**config.mk**
```make
export PLATFORM = sky130hd
export DESIGN_NAME = isp_awb_gain_ctrl
export DESIGN_NICKNAME = d
export VERILOG_FILES = /design/src/rtl/isp_awb_pkg.sv /design/src/rtl/isp_awb_div.sv /design/src/rtl/isp_awb_gain_ctrl.sv
export SDC_FILE = /design/constraint.sdc
export NUM_CORES = 1
export LEC_CHECK = 0
export BUFFER_PORTS_ARGS = -buffer_cell sky130_fd_sc_hd__buf_4
export CAP_MARGIN = 20
export CORE_AREA = 2 2 219 221
export DETAILED_ROUTE_END_ITERATION = 6
export DIE_AREA = 0 0 221 223
export HOLD_SLACK_MARGIN = 0.05
export PLACE_DENSITY = 0.52
export SLEW_MARGIN = 10
export SYNTH_ARGS = -nofsm -noshare
export SYNTH_HDL_FRONTEND = slang
export SYNTH_SLANG_ARGS = --single-unit
```
**constraint.sdc**
```tcl
create_clock -name pclk -period 12.9 [get_ports pclk]
set_input_delay 0.645 -clock pclk [delete_from_list [all_inputs] [get_ports pclk]]
set_output_delay 0.645 -clock pclk [all_outputs]
set_load 0.005 [all_outputs]
```
**src/rtl/isp_awb_pkg.sv**
```systemverilog
// Shared constants, Bayer site codes and FSM encoding for the AWB gain controller.
package isp_awb_pkg;

  localparam logic [7:0] GAIN_UNITY = 8'h10;
  localparam logic [7:0] GAIN_MAX   = 8'hFF;
  localparam int         GAIN_FRAC  = 4;

  // Site code is {row[0], col[0]}
  localparam logic [1:0] SITE_B  = 2'b00;
  localparam logic [1:0] SITE_G0 = 2'b01;
  localparam logic [1:0] SITE_G1 = 2'b10;
  localparam logic [1:0] SITE_R  = 2'b11;

  // One overflow-check cycle followed by eight quotient-bit cycles
  localparam int DIV_CYCLES = 9;

  typedef enum logic [1:0] {
    ST_IDLE   = 2'd0,
    ST_DIV_R  = 2'd1,
    ST_DIV_B  = 2'd2,
    ST_UPDATE = 2'd3
  } awb_state_t;

endpackage

```
**src/rtl/isp_awb_div.sv**
```systemverilog
// Sequential restoring divider producing an 8-bit quotient that saturates at
// GAIN_MAX. The start cycle performs the overflow check; the following eight
// cycles resolve one quotient bit each, MSB first. done is high in the last
// cycle and quotient then carries the final result.
module isp_awb_div
  import isp_awb_pkg::*;
#(
  parameter int NUM_W = 35,
  parameter int DEN_W = 32
) (
  input  logic             pclk,
  input  logic             rst_n,
  input  logic             start,
  input  logic [NUM_W-1:0] numerator,
  input  logic [DEN_W-1:0] divisor,
  output logic             done,
  output logic [7:0]       quotient
);

  // Wide enough to hold divisor<<8; numerator must not exceed this width
  localparam int         EXT_W = DEN_W + 8;
  localparam logic [3:0] STEPS = 4'(DIV_CYCLES - 1);

  logic [EXT_W-1:0] rem, rem_nxt, den_sh;
  logic [DEN_W-1:0] den;
  logic [3:0]       cnt;
  logic [2:0]       bit_idx;
  logic [7:0]       q, q_nxt;
  logic             sat, sat_chk;

  assign sat_chk  = (divisor == '0) || (EXT_W'(numerator) >= {divisor, 8'h00});
  assign bit_idx  = 3'(cnt - 4'd1);
  assign den_sh   = EXT_W'(den) << bit_idx;
  assign done     = (cnt == 4'd1);
  assign quotient = q_nxt;

  // One restoring step for the bit selected by the down-counter
  always_comb begin
    rem_nxt = rem;
    q_nxt   = q;
    if ((cnt != 4'd0) && !sat && (rem >= den_sh)) begin
      rem_nxt        = rem - den_sh;
      q_nxt[bit_idx] = 1'b1;
    end
  end

  // Load operands on start, then step until the counter reaches zero
  always_ff @(posedge pclk) begin
    if (!rst_n) begin
      cnt <= 4'd0;
      rem <= '0;
      den <= '0;
      q   <= 8'h00;
      sat <= 1'b0;
    end else if (start) begin
      cnt <= STEPS;
      rem <= EXT_W'(numerator);
      den <= divisor;
      q   <= sat_chk ? GAIN_MAX : 8'h00;
      sat <= sat_chk;
    end else if (cnt != 4'd0) begin
      cnt <= cnt - 4'd1;
      rem <= rem_nxt;
      q   <= q_nxt;
    end
  end

endmodule

```
**src/rtl/isp_awb_gain_ctrl.sv**
```systemverilog
// Gray-world AWB controller: accumulates Bayer channel sums per frame,
// divides G by R and G by B at frame end, and publishes Q4.4 gains with a
// one-cycle update strobe.
//
//   state     | meaning
//   ----------+-----------------------------------------------
//   ST_IDLE   | accumulating, waiting for frame end
//   ST_DIV_R  | dividing sum_g*8 by sum_r (9 cycles)
//   ST_DIV_B  | dividing sum_g*8 by sum_b (9 cycles)
//   ST_UPDATE | new gains visible, gain_upd high for one cycle
module isp_awb_gain_ctrl
  import isp_awb_pkg::*;
#(
  parameter int BITS   = 8,
  parameter int WIDTH  = 1936,
  parameter int HEIGHT = 1088,
  parameter int SUM_W  = 32
) (
  input  logic            pclk,
  input  logic            rst_n,
  input  logic            data_valid,
  input  logic [BITS-1:0] in_raw,
  input  logic            awb_en,
  output logic [7:0]      gain_r,
  output logic [7:0]      gain_g,
  output logic [7:0]      gain_b,
  output logic            gain_upd,
  output logic            busy,
  output logic            overrun
);

  localparam int COL_W = (WIDTH  > 1) ? $clog2(WIDTH)  : 1;
  localparam int ROW_W = (HEIGHT > 1) ? $clog2(HEIGHT) : 1;
  // Two G sites per quad, so G*8/R equals (G_avg/R_avg) in Q4.4
  localparam int NUM_W = SUM_W + GAIN_FRAC - 1;
  localparam logic [COL_W-1:0] COL_LAST = COL_W'(WIDTH - 1);
  localparam logic [ROW_W-1:0] ROW_LAST = ROW_W'(HEIGHT - 1);

  logic [COL_W-1:0] col;
  logic [ROW_W-1:0] row;
  logic             col_last, row_last, frame_end;
  logic [1:0]       site;
  logic [SUM_W-1:0] sum_r, sum_g, sum_b;
  logic [SUM_W-1:0] add_r, add_g, add_b;
  logic [SUM_W-1:0] snap_r, snap_g, snap_b;
  awb_state_t       state, state_nxt;
  logic             launch;
  logic [7:0]       pend_r;
  logic             div_done;
  logic [7:0]       div_quot;
  logic [NUM_W-1:0] div_num;
  logic [SUM_W-1:0] div_den;

  function automatic logic [SUM_W-1:0] sat_add(input logic [SUM_W-1:0] a,
                                                input logic [BITS-1:0]  b);
    logic [SUM_W:0] s;
    s = {1'b0, a} + (SUM_W + 1)'(b);
    return s[SUM_W] ? '1 : s[SUM_W-1:0];
  endfunction

  assign col_last  = (col == COL_LAST);
  assign row_last  = (row == ROW_LAST);
  assign frame_end = data_valid && col_last && row_last;
  assign site      = {row[0], col[0]};
  assign busy      = (state == ST_DIV_R) || (state == ST_DIV_B);
  assign gain_upd  = (state == ST_UPDATE);
  assign gain_g    = GAIN_UNITY;
  assign div_num   = NUM_W'(snap_g) << (GAIN_FRAC - 1);
  assign div_den   = (state == ST_DIV_B) ? snap_b : snap_r;

  // Raster position; frozen while data_valid is low
  always_ff @(posedge pclk) begin
    if (!rst_n) begin
      col <= '0;
      row <= '0;
    end else if (data_valid) begin
      if (col_last) begin
        col <= '0;
        row <= row_last ? '0 : row + ROW_W'(1);
      end else begin
        col <= col + COL_W'(1);
      end
    end
  end

  // Channel sums including the current pixel
  always_comb begin
    add_r = sum_r;
    add_g = sum_g;
    add_b = sum_b;
    if (data_valid) begin
      case (site)
        SITE_B:           add_b = sat_add(sum_b, in_raw);
        SITE_G0, SITE_G1: add_g = sat_add(sum_g, in_raw);
        SITE_R:           add_r = sat_add(sum_r, in_raw);
      endcase
    end
  end

  // Accumulate; at frame end hand the complete sums to the snapshots unless
  // a division is still using them
  always_ff @(posedge pclk) begin
    if (!rst_n) begin
      sum_r  <= '0;
      sum_g  <= '0;
      sum_b  <= '0;
      snap_r <= '0;
      snap_g <= '0;
      snap_b <= '0;
    end else if (frame_end) begin
      sum_r <= '0;
      sum_g <= '0;
      sum_b <= '0;
      if (!busy) begin
        snap_r <= add_r;
        snap_g <= add_g;
        snap_b <= add_b;
      end
    end else begin
      sum_r <= add_r;
      sum_g <= add_g;
      sum_b <= add_b;
    end
  end

  // Next-state logic
  always_comb begin
    state_nxt = state;
    case (state)
      ST_IDLE:   if (frame_end) state_nxt = awb_en ? ST_DIV_R : ST_UPDATE;
      ST_DIV_R:  if (div_done) state_nxt = ST_DIV_B;
      ST_DIV_B:  if (div_done) state_nxt = ST_UPDATE;
      ST_UPDATE: begin
        if (frame_end) state_nxt = awb_en ? ST_DIV_R : ST_UPDATE;
        else           state_nxt = ST_IDLE;
      end
      default:   state_nxt = ST_IDLE;
    endcase
  end

  // State register, divider launch, gain publication and overrun flag
  always_ff @(posedge pclk) begin
    if (!rst_n) begin
      state   <= ST_IDLE;
      launch  <= 1'b0;
      pend_r  <= GAIN_UNITY;
      gain_r  <= GAIN_UNITY;
      gain_b  <= GAIN_UNITY;
      overrun <= 1'b0;
    end else begin
      state  <= state_nxt;
      launch <= (state_nxt != state) &&
                ((state_nxt == ST_DIV_R) || (state_nxt == ST_DIV_B));
      if ((state == ST_DIV_R) && div_done) pend_r <= div_quot;
      if (state_nxt == ST_UPDATE) begin
        if (state == ST_DIV_B) begin
          gain_r <= pend_r;
          gain_b <= div_quot;
        end else begin
          gain_r <= GAIN_UNITY;
          gain_b <= GAIN_UNITY;
        end
      end
      if (frame_end && busy) overrun <= 1'b1;
    end
  end

  isp_awb_div #(
    .NUM_W(NUM_W),
    .DEN_W(SUM_W)
  ) u_div (
    .pclk      (pclk),
    .rst_n     (rst_n),
    .start     (launch),
    .numerator (div_num),
    .divisor   (div_den),
    .done      (div_done),
    .quotient  (div_quot)
  );

endmodule
```
Word-level counts from Yosys, hierarchy flattened
Index checks and enable logic that the tools add are counted.

word-level totals
  output and inout port bits = 27
  bits in registers = 327
  word-level logic and storage cells = 105
  input bits = 12

cells by class
  order comparisons = 4
  reduce and logical (&&, ||, !) cells = 25
  equal/unequal tests = 13
  $add $sub $neg = 7
  muxes and demuxes = 31
  bitwise operators = 3
  shift operators = 1

operators with widths
  kind                                                                           count
  32-bit two-way mux                                                             10
  35-bit two-way mux                                                             3
  32-bit by 8-bit adder with 33-bit output                                       3
  8-bit two-way mux                                                              6
  35-bit by 40-bit greater-or-equal comparator with 1-bit output                 1
  40-bit greater-or-equal comparator                                             1
  32-bit by 3-bit left shift with 40-bit output                                  1
  40-bit subtractor                                                              1
  32-bit logical NOT                                                             1
  11-bit by 1-bit adder with 11-bit output (second input constant)               2
  11-bit equality test (second input constant)                                   2
  11-bit two-way mux                                                             2
  2-bit equality test (second input constant)                                    6
  2-bit two-way mux                                                              5
  1-bit logical AND                                                              8
  4-bit two-way mux                                                              2
  8-bit OR                                                                       1
  2-bit case mux with 4 select lines                                             1
  2-bit AND reduction                                                            4
  2-bit by 1-bit equality test with 1-bit output (second input constant)         3
  2-bit OR reduction                                                             3
  4-bit by 1-bit equality test with 1-bit output (second input constant)         1
  2-bit logical NOT                                                              2
  3-bit by 4-bit less-than comparator with 1-bit output (second input constant)  1
  10 further kinds                                                               14

Depth between registers and ports, before layout
Gate-level depths: netlist of run 1.

  depth after elaboration = 9
  depth in mapped cells = 23
  depth with buffers taken out = 16

By module
From an unflattened synthesis of run 1, not the netlist that was laid out.

unflattened totals
  cells, all modules = 2279
  area total of the unflattened synthesis = 19133.4 sq um

by module, submodules not included
  module             seq. area each (sq um)  area an instance (sq um)  instances  cells an instance
  isp_awb_gain_ctrl  4844.6                  11442.2                   1          1323
  isp_awb_div        1701.6                  7691.1                    1          956

Worst setup path before layout of run 1
OpenSTA, ideal clock, no wires.

  path type = flip-flop to flip-flop
  start point = register u_div.cnt[0]
  end point = register u_div.rem[39]
  buffers on the path = 5
  data required time = 12830 ps
  cell stages (with the launch flop) = 20
  library setup time = 70 ps
  clock period less this slack = 4817 ps
  setup slack = 8083 ps
  arrival time = 4747 ps
  path through = dfxtp_1 buf_1 inv_1 ha_1 clkbuf_1 clkbuf_1 mux4_2 mux2i_1 ha_1 and2_1 buf_4 nand3_2 or3_1 a31oi_1 nor3_1 o41a_1 buf_6 or3_1 or3_1 a21oi_1

on the way
  cells in the longest elaborated chain, start to end = 5
  elaborated cells between the ends (all ways) = 8
  classes of those cells = 2 x add/sub; 1 x order compare; 1 x shift; 4 x reduce/logical

ends and longest elaborated chain
  element                                            RTL line           text
  start, declared                                    isp_awb_div.sv:26  logic [3:0] cnt;
  start signal, assigned                             isp_awb_div.sv:62  cnt <= cnt - 4'd1;
  4-bit by 1-bit subtractor with 4-bit output (*)    isp_awb_div.sv:32  assign bit_idx = 3'(cnt - 4'd1);
  net u_div.bit_idx[0]                               isp_awb_div.sv:27  logic [2:0] bit_idx;
  32-bit by 3-bit left shift with 40-bit output (*)  isp_awb_div.sv:33  assign den_sh = EXT_W'(den) << bit_idx;
  40-bit greater-or-equal comparator                 isp_awb_div.sv:41  if ((cnt != 4'd0) && !sat && (rem >= den_sh)) begin
  1-bit logical AND                                  isp_awb_div.sv:41
  2-bit AND reduction (no line)                      -
  end signal, assigned                               isp_awb_div.sv:57  rem <= EXT_W'(numerator);
  end signal, assigned                               isp_awb_div.sv:63  rem <= rem_nxt;
  end, declared                                      isp_awb_div.sv:24  logic [EXT_W-1:0] rem, rem_nxt, den_sh;

The timed path passes the listed nets; every way through them passes the cells marked *.
A chain may end at the register's enable or synchronous reset.

Final worst setup path of run 1
  start point = register u_div.cnt[0]
  end point = register u_div.q[0]

on the way
  cells in the longest elaborated chain, start to end = 9
  elaborated cells between the ends (all ways) = 16
  classes of those cells = 1 x add/sub; 3 x order compare; 1 x shift; 5 x mux; 1 x bitwise; 5 x reduce/logical

ends and longest elaborated chain
  element                                                                     RTL line           text
  4-bit by 1-bit subtractor with 4-bit output (*)                             isp_awb_div.sv:32
  net u_div.bit_idx[0]                                                        isp_awb_div.sv:27
  branches (longest 5 deep; another with 40-bit greater-or-equal comparator)  -
  8-bit two-way mux (*)                                                       isp_awb_div.sv:41
  8-bit two-way mux (*)                                                       isp_awb_div.sv:61  end else if (cnt != 4'd0) begin
  8-bit two-way mux (*)                                                       isp_awb_div.sv:55  end else if (start) begin
  end signal, assigned                                                        isp_awb_div.sv:59  q <= sat_chk ? GAIN_MAX : 8'h00;
  end signal, assigned                                                        isp_awb_div.sv:64  q <= q_nxt;
  end, declared                                                               isp_awb_div.sv:28  logic [7:0] q, q_nxt;

Mark *: on every way through the listed nets, which the timed path passes. The select of a mux whose other input is x is not followed.

==> results of run 1 <==
[metal layers]
layer	vias to the layer above	routed length, microns
met1	7719	26700
met5	-	0
met2	376	25200
li1	7942	-
met4	0	1620
met3	87	2930
[power groups by stage]
stage	sequential (W)	clock (W)	combinational, W
3_3_place_gp	0.00114	0	0.00169
5_1_grt	0.00112	0.00118	0.00189
2_1_floorplan	0.00112	0	0.00135
3_5_place_dp	0.00114	0	0.00168
4_1_cts	0.00112	0.00114	0.00170
6_report	0.00112	0.00111	0.00171
[state kept, by name, summed over array words and instances, names as in the netlist, 2 cells and up]
register,cells
snap_g,32
gain_r,8
u_div.den,32
state,2
gain_b,8
row,11
snap_b,32
col,11
snap_r,32
u_div.rem,40
pend_r,8
sum_b,32
sum_r,32
u_div.cnt,4
sum_g,32
u_div.q,8
[placed cells by master, fill, tap and decap left out, types with 11 or more instances in the layout]
master	Yosys	routed
and2_1	25	25
and3_1	49	49
xnor2_1	60	60
inv_1	46	45
nor3_1	49	48
xor2_1	47	46
o22ai_1	14	14
nor2b_1	13	13
buf_4	9	47
o211a_1	18	18
nand2b_1	19	19
o21ai_0	136	136
o211ai_1	18	18
clkbuf_16	0	40
a211oi_1	85	85
nand2_1	156	155
nor4_1	18	18
ha_1	102	101
or3_1	18	17
mux2i_1	85	85
a21oi_1	187	187
clkbuf_1	106	11
a31oi_1	25	25
nand4_1	35	35
dfxtp_1	327	325
nor2_1	265	265
and4_1	13	13
nand3_1	67	67
mux4_2	27	27
a21o_1	40	40
[layout make-up]
cell class	instances	area, sq um	area share [%]
diodes	1	2.50	0.0122
flip-flops and latches	327	6550	32.1
well taps	615	769	3.77
clock buffers	55	1100	5.37
clock inverters	15	176	0.863
multi-input cells	1699	11300	55.3
repair buffers	47	353	1.73
inverters	47	178	0.870
[per-stage QoR]
stage	cell area [sq um]	hold slack, ps	total power, W	setup slack (ps)
floorplan	18500	415	0.00247	8080
global placement	19100	438	0.00283	7200
detailed placement	19100	444	0.00282	7130
CTS	20400	444	0.00395	7100
global route	20400	487	0.00420	6470
finish	20400	447	0.00394	7080
[cells by family after synthesis]
logic type / count (synthesis) / share of synthesized area (%)
mux: 114 / 8.00
xor+xnor: 107 / 5.06
fa+ha+maj: 106 / 7.32
flops: 327 / 35.3
other cells: 2 / 0.0405
simple gates: 765 / 19.8
compound gates: 599 / 20.4
buf+inv: 184 / 3.97
[path summary, 6_finish.rpt]
| path | slack (ps) | endpoint | cells after the start |
|---|---|---|---|
| setup / recovery | 7080 | u_div.q[0] | 18 |
| hold / removal | 450 | u_div.sat | 2 |
| setup reg to reg | 7080 | u_div.q[0] | 18 |
| hold reg to reg | 450 | u_div.sat | 2 |
[critical path, cell delays in order, from the launching register on]
cell,delay (ps)
dfxtp_2,320
buf_4,500
inv_1,250
ha_1,370
buf_4,410
mux2i_1,210
o21ai_0,470
nand2_1,110
ha_1,350
nand2b_1,110
a21o_1,160
a21o_1,220
a31oi_1,120
nor3_1,360
o41a_2,450
buf_4,600
nor2_1,230
a31oi_1,290
o21ai_0,100
==> impl_metrics.csv, run 1 <==
group,metric,value,unit
die,io_pins,39,
sta,finalCritPeriodShare,45.1,%
pwr,intPower,0.00241,W
synth,synth_edf_count,0,
pwr,combPwrFrac,43.4,%
drt,dr_total_vias,16100,
clock_tree,numCtsBuffers,39,
drt,totalWireLength,56400,microns
synth,synth_top_cell_area_share,35.3,%
die,rows,80,
sta,setup_tns,0,ps
synth,synth_most_common_cell,"dfxtp_1",
pwr,p_per_area,193,mW/mm^2
critical_path,crit_arrival,6240,ps
final_layout,fill_cells,4683,
synth,yosysTopAreaCell,"dfxtp_1",
placed_design,detailed_place_hpwl,41200,microns
clock_tree,clockBufferDepth,3,
global_routing,grt_usage,22.5,%
global_routing,grt_max_degree,94,
critical_path,crit_type,"reg -> reg",
drt,drtAntennaViolNets,0,
clock_tree,ctsHoldBuffers,0,
clock_tree,cts_setup_buffers,0,
synth,synth_ff_type,"dfxtp_1",
worst_hold_path,hp-start,"u_div.sat",
clock_tree,cts.sinks,327,
pwr,cellLeakagePower,7.94,nW
final_layout,layout-drive-gt1-share,7.44,%
placed_design,gp_congestion,0.895,
synth,yosysSeqAreaShare,35.3,%
sta,tightest_slew,1100,ps
sta,maxSlewViolCount,0,
status,status,"finished, final reports clean",
sta,rsz0062_at_grt,"false",
sta,skew,23.5,ps
synth,yosys-top-cells-area,"dfxtp_1 35%, ha_1 6.9%, nor2_1 5.4%",
global_routing,grt.met3_usage,3.35,%
die,die_w,221,microns
synth,synth.distinct_cells,76,
final_layout,final_cells,2806,
synth,ys.warnings.count,0,
drt,viasPerCell,5.75,
global_routing,met1_usage,30.8,%
flow_run,maxCapViolations,0,
global_routing,busiest_layer,"met2",
global_routing,grt_pass1_vias,15500,
pwr,power_switching,0.00154,W
clock_tree,clock-root-buffer,"clkbuf_16",
global_routing,antenna_found_initial,1,
clock_tree,cts_max_level,2,
synth,syn-instance-count,2204,
synth,synth.cell_area,0.0185,sq mm
synth,syn_avg_cell_area,8.40,sq um
drt,route.detailed.drc,0,
die,core-area,0.0471,sq mm
placed_design,portBuffers,30,
critical_path,cp-startpoint,"u_div.cnt[0]",
global_routing,grt_pass1_wl,88100,microns
pwr,netSwitchingFraction,38.9,%
pwr,seqPwrFrac,28.3,%
synth,synthArstFlopShare,0,%
critical_path,endpoint_kind,"register",
worst_hold_path,hold_path.class,"reg -> reg",
sta,period_minus_slack,5820,ps
placed_design,dp.cells,2735,
global_routing,grt_overflow,0,
clock_tree,worstSkewPairLatency,570,ps
pwr,clock_power_share,28.3,%
drt,drt_iter0_markers,1283,
pwr,ir_drop,0.246,mV
sta,finalSetupViolCount,0,
clock_tree,tritoncts,"yes",
sta,max_freq,172,MHz
drt,firstDrtPassIters,5,
synth,synth_common_cells,"327 x dfxtp_1, 265 x nor2_1, 187 x a21oi_1",
drt,routedWlPerCell,20.1,microns
synth,synth_seq_cells,327,
die,dieArea,0.0493,sq mm
critical_path,crit_required,13320,ps
final_layout,layout.nets,2279,
final_layout,area_growth,10.3,%
clock_tree,cts.clk_slew.worst_paths,60,ps
clock_tree,post_cts_resized,0,
sta,hold_viol,0,
critical_path,path_max_fanout,63,
die,die_h,223,microns
sta,relSlewSlack,26.2,%
final_layout,utilization,43.3,%
global_routing,met2_usage,36.1,%
critical_path,worstSetupStartpointType,"register",
die,initial_core_util,39.3,%
critical_path,r2r-start,"u_div.cnt[0]",
(Power assumes the default switching activity.)
==> inputs of run 2 (changes only) <==
Settings changed: PLACE_DENSITY 0.52 to 0.55.
Clock period 12.9 ns to 5.3 ns, I/O delays scaled along.
==> impl_metrics.csv, run 2 (synthesis gave the netlist of run 1 again) <==
group,metric,value,unit
critical_path,r2r_slack,500,ps
global_routing,grt_max_degree,94,
final_layout,final_cells,2815,
clock_tree,clockBufferDepth,3,
die,dieArea,0.0493,sq mm
critical_path,path_max_fanout,20,
global_routing,grt_pass1_vias,15500,
sta,final.setup.worst_slack,501,ps
global_routing,grt_usage,22.0,%
final_layout,layout-drive-gt1-share,8.18,%
clock_tree,clock-root-buffer,"clkbuf_16",
critical_path,crit_slowest_cell,"a2111oi_0",
final_layout,area_growth,11.4,%
drt,drtAntennaViolNets,0,
critical_path,r2r-start,"u_div.cnt[0]",
critical_path,worstSetupStartpointType,"register",
final_layout,n_antenna_cell,0,
placed_design,gp_congestion,0.921,
die,io_pins,39,
die,die_h,223,microns
sta,period_minus_slack,4800,ps
placed_design,dp.cells,2740,
critical_path,crit_required,5710,ps
drt,drt_iter0_markers,1368,
final_layout,fill_cells,4715,
drt,dr_total_vias,16200,
final_layout,layout_commonest_cell,"dfxtp_1",
clock_tree,ctsHoldBuffers,0,
status,status,"finished, final reports clean",
clock_tree,cts_setup_buffers,0,
final_layout,largest-register,"u_div.rem",
drt,route.detailed.drc,0,
worst_hold_path,hold_path.class,"in -> reg",
sta,skew,28.4,ps
critical_path,rr_worst_depth,16,
critical_path,cp.buffers_inverters,3,
sta,relSlewSlack,34.4,%
pwr,cellLeakagePower,8.05,nW
clock_tree,tritoncts,"yes",
global_routing,grt_pass1_wl,87000,microns
clock_tree,numCtsBuffers,40,
final_layout,utilization,43.8,%
critical_path,cp-startpoint,"u_div.cnt[0]",
critical_path,endpoint_kind,"register",
placed_design,postPlaceCellArea,0.0192,sq mm
clock_tree,cts_max_level,2,
placed_design,detailed_place_hpwl,40700,microns
sta,max_freq,208,MHz
global_routing,antenna_found_initial,0,
drt,totalWireLength,55600,microns
sta,setup_tns,0,ps
critical_path,critPathMaxStageDelay,600,ps
critical_path,crit_chain,"inv_1, ha_1, xor2_4, buf_4, mux2i_1, ha_1, a21oi_1, o21ai_0, a2111oi_0, o21ai_0, a21oi_1, o41a_2, buf_4, nor2_1, a21oi_1, o21ai_0",
critical_path,crit_family,"compound AO/OA/AOI/OAI gates",
final_layout,largest_register_ffs,40,
die,rows,80,
critical_path,reg2reg_to,"u_div.q[5]",
critical_path,cp.depth,16,
die,core-area,0.0471,sq mm
global_routing,grt_overflow,0,
pwr,p_per_area,481,mW/mm^2
die,die_w,221,microns
clock_tree,cts.clk_slew.worst_paths,60,ps
critical_path,endpoint,"u_div.q[5]",
clock_tree,worstSkewPairLatency,570,ps
sta,tightest_slew,983,ps
drt,viasPerCell,5.77,
sta,finalSetupViolCount,0,
clock_tree,cts.sinks,327,
sta,finalCritPeriodShare,90.6,%
drt,routedWlPerCell,19.8,microns
final_layout,layout.nets,2286,
placed_design,portBuffers,30,
sta,maxSlewViolCount,0,
drt,firstDrtPassIters,5,
sta,rsz0062_at_grt,"false",
die,initial_core_util,39.3,%
final_layout,layout_common_cells,"325 x dfxtp_1, 265 x nor2_1, 187 x a21oi_1",
critical_path,crit_arrival,5210,ps
flow_run,maxCapViolations,0,
sta,hold_viol,0,
placed_design,dp_slack,556,ps
final_layout,fin_area,0.0206,sq mm
critical_path,crit_type,"reg -> reg",
clock_tree,post_cts_resized,0,
pwr,ir_drop,0.576,mV
[run 2: changes by cell type in the layout (fill, tap and decap cells not counted), sizes merged]
cell,before,now
clkbuf,55,50
inv,49,48
clkinv,10,16
bufinv,3,6
buf,47,52
clkinvlp,0,2
diode,1,0
[run 2: tightest hold or removal path: cells and delay by family]
family,cells,cell delay [ps]
and+or+nand+nor,1,70
xor gates and xnor gates,1,90
buffers and inverters,1,190
[run 2: through the flow]
stage / hold slack (ps) / power, W
after floorplan: 415 / 0.00601
after global placement: 456 / 0.00695
after detailed placement: 458 / 0.00694
after CTS: 63.3 / 0.00995
after global routing: 95.9 / 0.0105
final: 83.6 / 0.00992
[run 2: metal layers]
metal	part of all wire, %	GRT usage (%)	vias to the layer above
li1	-	-	7962
met1	48	30.9	7761
met2	44	35.1	414
met3	4.8	2.63	98
met4	3.0	7.62	0
met5	0	0	-
[run 2: report_power, final]
| part | total [W] | internal, W | switching, W | leakage, nW |
|---|---|---|---|---|
| Combinational | 0.00424 | 0.00172 | 0.00252 | 4.70 |
| Sequential | 0.00272 | 0.00261 | 0.000104 | 2.64 |
| Clock | 0.00296 | 0.00180 | 0.00117 | 0.708 |
[run 2: layout make-up]
type / instances / area, sq um / area share, %
tap: 615 / 769 / 3.73
timing repair buffer: 53 / 408 / 1.98
inverter: 47 / 178 / 0.861
sequential: 327 / 6550 / 31.7
multi-input combinational: 1699 / 11300 / 54.7
clock buffer: 49 / 1110 / 5.36
clock inverter: 25 / 332 / 1.61
[run 2: worst min path at each step]
| stage | start | to | slack [ps] | depth (start not counted) |
|---|---|---|---|---|
| floorplan | u_div.sat | u_div.sat | 410 | 2 |
| global placement | overrun | overrun | 460 | 2 |
| detailed placement | gain_r[5] | gain_r[5] | 460 | 2 |
| CTS | data_valid | col[0] | 60 | 3 |
| global route | data_valid | col[1] | 100 | 3 |
| finish | data_valid | col[0] | 80 | 3 |
==> inputs of run 3 (changes only) <==
Settings changed: BUFFER_PORTS_ARGS -buffer_cell sky130_fd_sc_hd__buf_4 to not set, CELL_PAD_IN_SITES_DETAIL_PLACEMENT set to 0, CELL_PAD_IN_SITES_GLOBAL_PLACEMENT set to 2, CORE_AREA 2 2 219 221 to 2 2 230 232, DIE_AREA 0 0 221 223 to 0 0 232 234, DONT_BUFFER_PORTS set to 1, PLACE_DENSITY 0.55 to 0.74.
==> impl_metrics.csv, run 3 (synthesis gave the netlist of run 1 again) <==
group,metric,value,unit
drt,dr_total_vias,16000,
sta,hold_viol,0,
placed_design,dp_slack,477,ps
drt,drtAntennaViolNets,0,
die,io_pins,39,
sta,final.setup.worst_slack,509,ps
drt,route.detailed.drc,0,
clock_tree,numCtsBuffers,41,
sta,max_freq,209,MHz
clock_tree,post_cts_resized,0,
clock_tree,tritoncts,"yes",
global_routing,grt_max_degree,97,
sta,rsz0062_at_grt,"false",
sta,setup_tns,0,ps
clock_tree,clock-root-buffer,"clkbuf_16",
drt,totalWireLength,58400,microns
final_layout,area_growth,10.6,%
critical_path,critPathMaxStageDelay,490,ps
die,dieArea,0.0543,sq mm
final_layout,layout_commonest_cell,"dfxtp_1",
placed_design,detailed_place_hpwl,43000,microns
die,die_w,232,microns
final_layout,regArea,0.00655,sq mm
critical_path,crit_required,5760,ps
global_routing,grt_overflow,0,
flow_run,maxCapViolations,0,
drt,routedWlPerCell,20.4,microns
global_routing,grt_pass1_vias,15200,
clock_tree,clockBufferDepth,3,
critical_path,worstSetupStartpointType,"register",
sta,finalSetupViolCount,0,
drt,viasPerCell,5.61,
status,status,"finished, final reports clean",
sta,whs,43.8,ps
final_layout,fill_cells,5368,
placed_design,dp.cells,2785,
critical_path,path_max_fanout,23,
sta,finalCritPeriodShare,90.4,%
sta,maxSlewViolCount,0,
global_routing,grt_pass1_wl,90500,microns
clock_tree,worstSkewPairLatency,570,ps
critical_path,crit_path_frequent_cell,"mux2i_1",
critical_path,crit_type,"reg -> reg",
worst_hold_path,hold_path.class,"in -> reg",
global_routing,grt_usage,21.5,%
clock_tree,cts_max_level,2,
clock_tree,cts.clk_slew.worst_paths,60,ps
final_layout,layout.nets,2264,
sta,skew,39.5,ps
die,initial_core_util,35.6,%
final_layout,final_cells,2862,
pwr,p_per_area,480,mW/mm^2
worst_hold_path,hp-start,"rst_n",
pwr,fin_total_pwr,0.00983,W
critical_path,crit_chain,"inv_1, ha_1, buf_4, mux2i_1, o21ai_0, mux2i_1, ha_1, a21o_1, a31oi_1, nor3_1, o31ai_1, a21oi_1, a311o_1, a221oi_1, mux2i_1, nand2_1",
final_layout,layout_common_cells,"325 x dfxtp_1, 265 x nor2_1, 187 x a21oi_1",
critical_path,crit_arrival,5250,ps
critical_path,r2r-start,"u_div.cnt[1]",
sta,period_minus_slack,4790,ps
final_layout,n_antenna_cell,0,
final_layout,largest-register,"u_div.rem",
drt,firstDrtPassIters,5,
drt,drt_iter0_markers,1089,
pwr,cellLeakagePower,7.88,nW
pwr,ir_drop,0.278,mV
sta,tightest_slew,964,ps
die,rows,84,
critical_path,cp-startpoint,"u_div.cnt[1]",
die,die_h,234,microns
final_layout,multi_input_area,0.0113,sq mm
placed_design,gp_congestion,0.891,
final_layout,layout-drive-gt1-share,6.58,%
sta,relSlewSlack,35.7,%
critical_path,crit_slowest_cell,"o21ai_0",
critical_path,crit_family,"compound AO/OA/AOI/OAI gates",
clock_tree,cts.sinks,327,
global_routing,antenna_found_initial,1,
critical_path,cp.buffers_inverters,2,
die,core-area,0.0520,sq mm
final_layout,largest_register_ffs,40,
critical_path,endpoint_kind,"register",
placed_design,portBuffers,0,
[run 3: changes by cell type in the layout (fill, tap and decap cells not counted), sizes merged]
cell | before | now
inv | 48 | 46
bufinv | 6 | 2
buf | 52 | 25
clkinv | 16 | 8
clkinvlp | 2 | 1
clkbuf | 50 | 62
dlygate4sd3 | 0 | 4
[run 3: worst paths after layout]
check	to	slack, ps	cells after the start
worst min register to register	u_div.sat	470	2
worst max-delay path	u_div.rem[37]	510	16
worst max register to register	u_div.rem[37]	510	16
worst min-delay path	gain_r[4]	40	2
[run 3: stage by stage]
step / instance area [sq um] / utilization [%]
2_1_floorplan: 18500 / -
3_3_place_gp: 19100 / 36.7
3_5_place_dp: 19100 / 36.7
4_1_cts: 20500 / 39.4
5_1_grt: 20500 / 39.4
6_report: 20500 / 39.4
[run 3: power breakdown]
group,total (W),switching [W],internal [W]
Clock,0.00280,0.00112,0.00167
Combinational,0.00430,0.00258,0.00172
Sequential,0.00273,0.000111,0.00262
[run 3: timing repair]
item / CTS / global route
endpoints found under the hold margin: 103 / 0
hold buffers: 5 / 0
setup buffers: 0 / 0
setup endpoints to repair: 0 / 0
[run 3: area by class of cell]
class	count	area share, %
clock buffer	61	5.92
tap	688	4.20
inverter	47	0.867
sequential	327	32.0
multi-input combinational	1699	55.2
timing repair buffer	30	1.29
clock inverter	10	0.574
[run 3: per-layer routing]
metal | track usage [%] | wire length, microns
met1 | 30.3 | 28600
met2 | 33.6 | 26000
met3 | 3.22 | 2250
met4 | 6.85 | 1560
met5 | 0 | 0
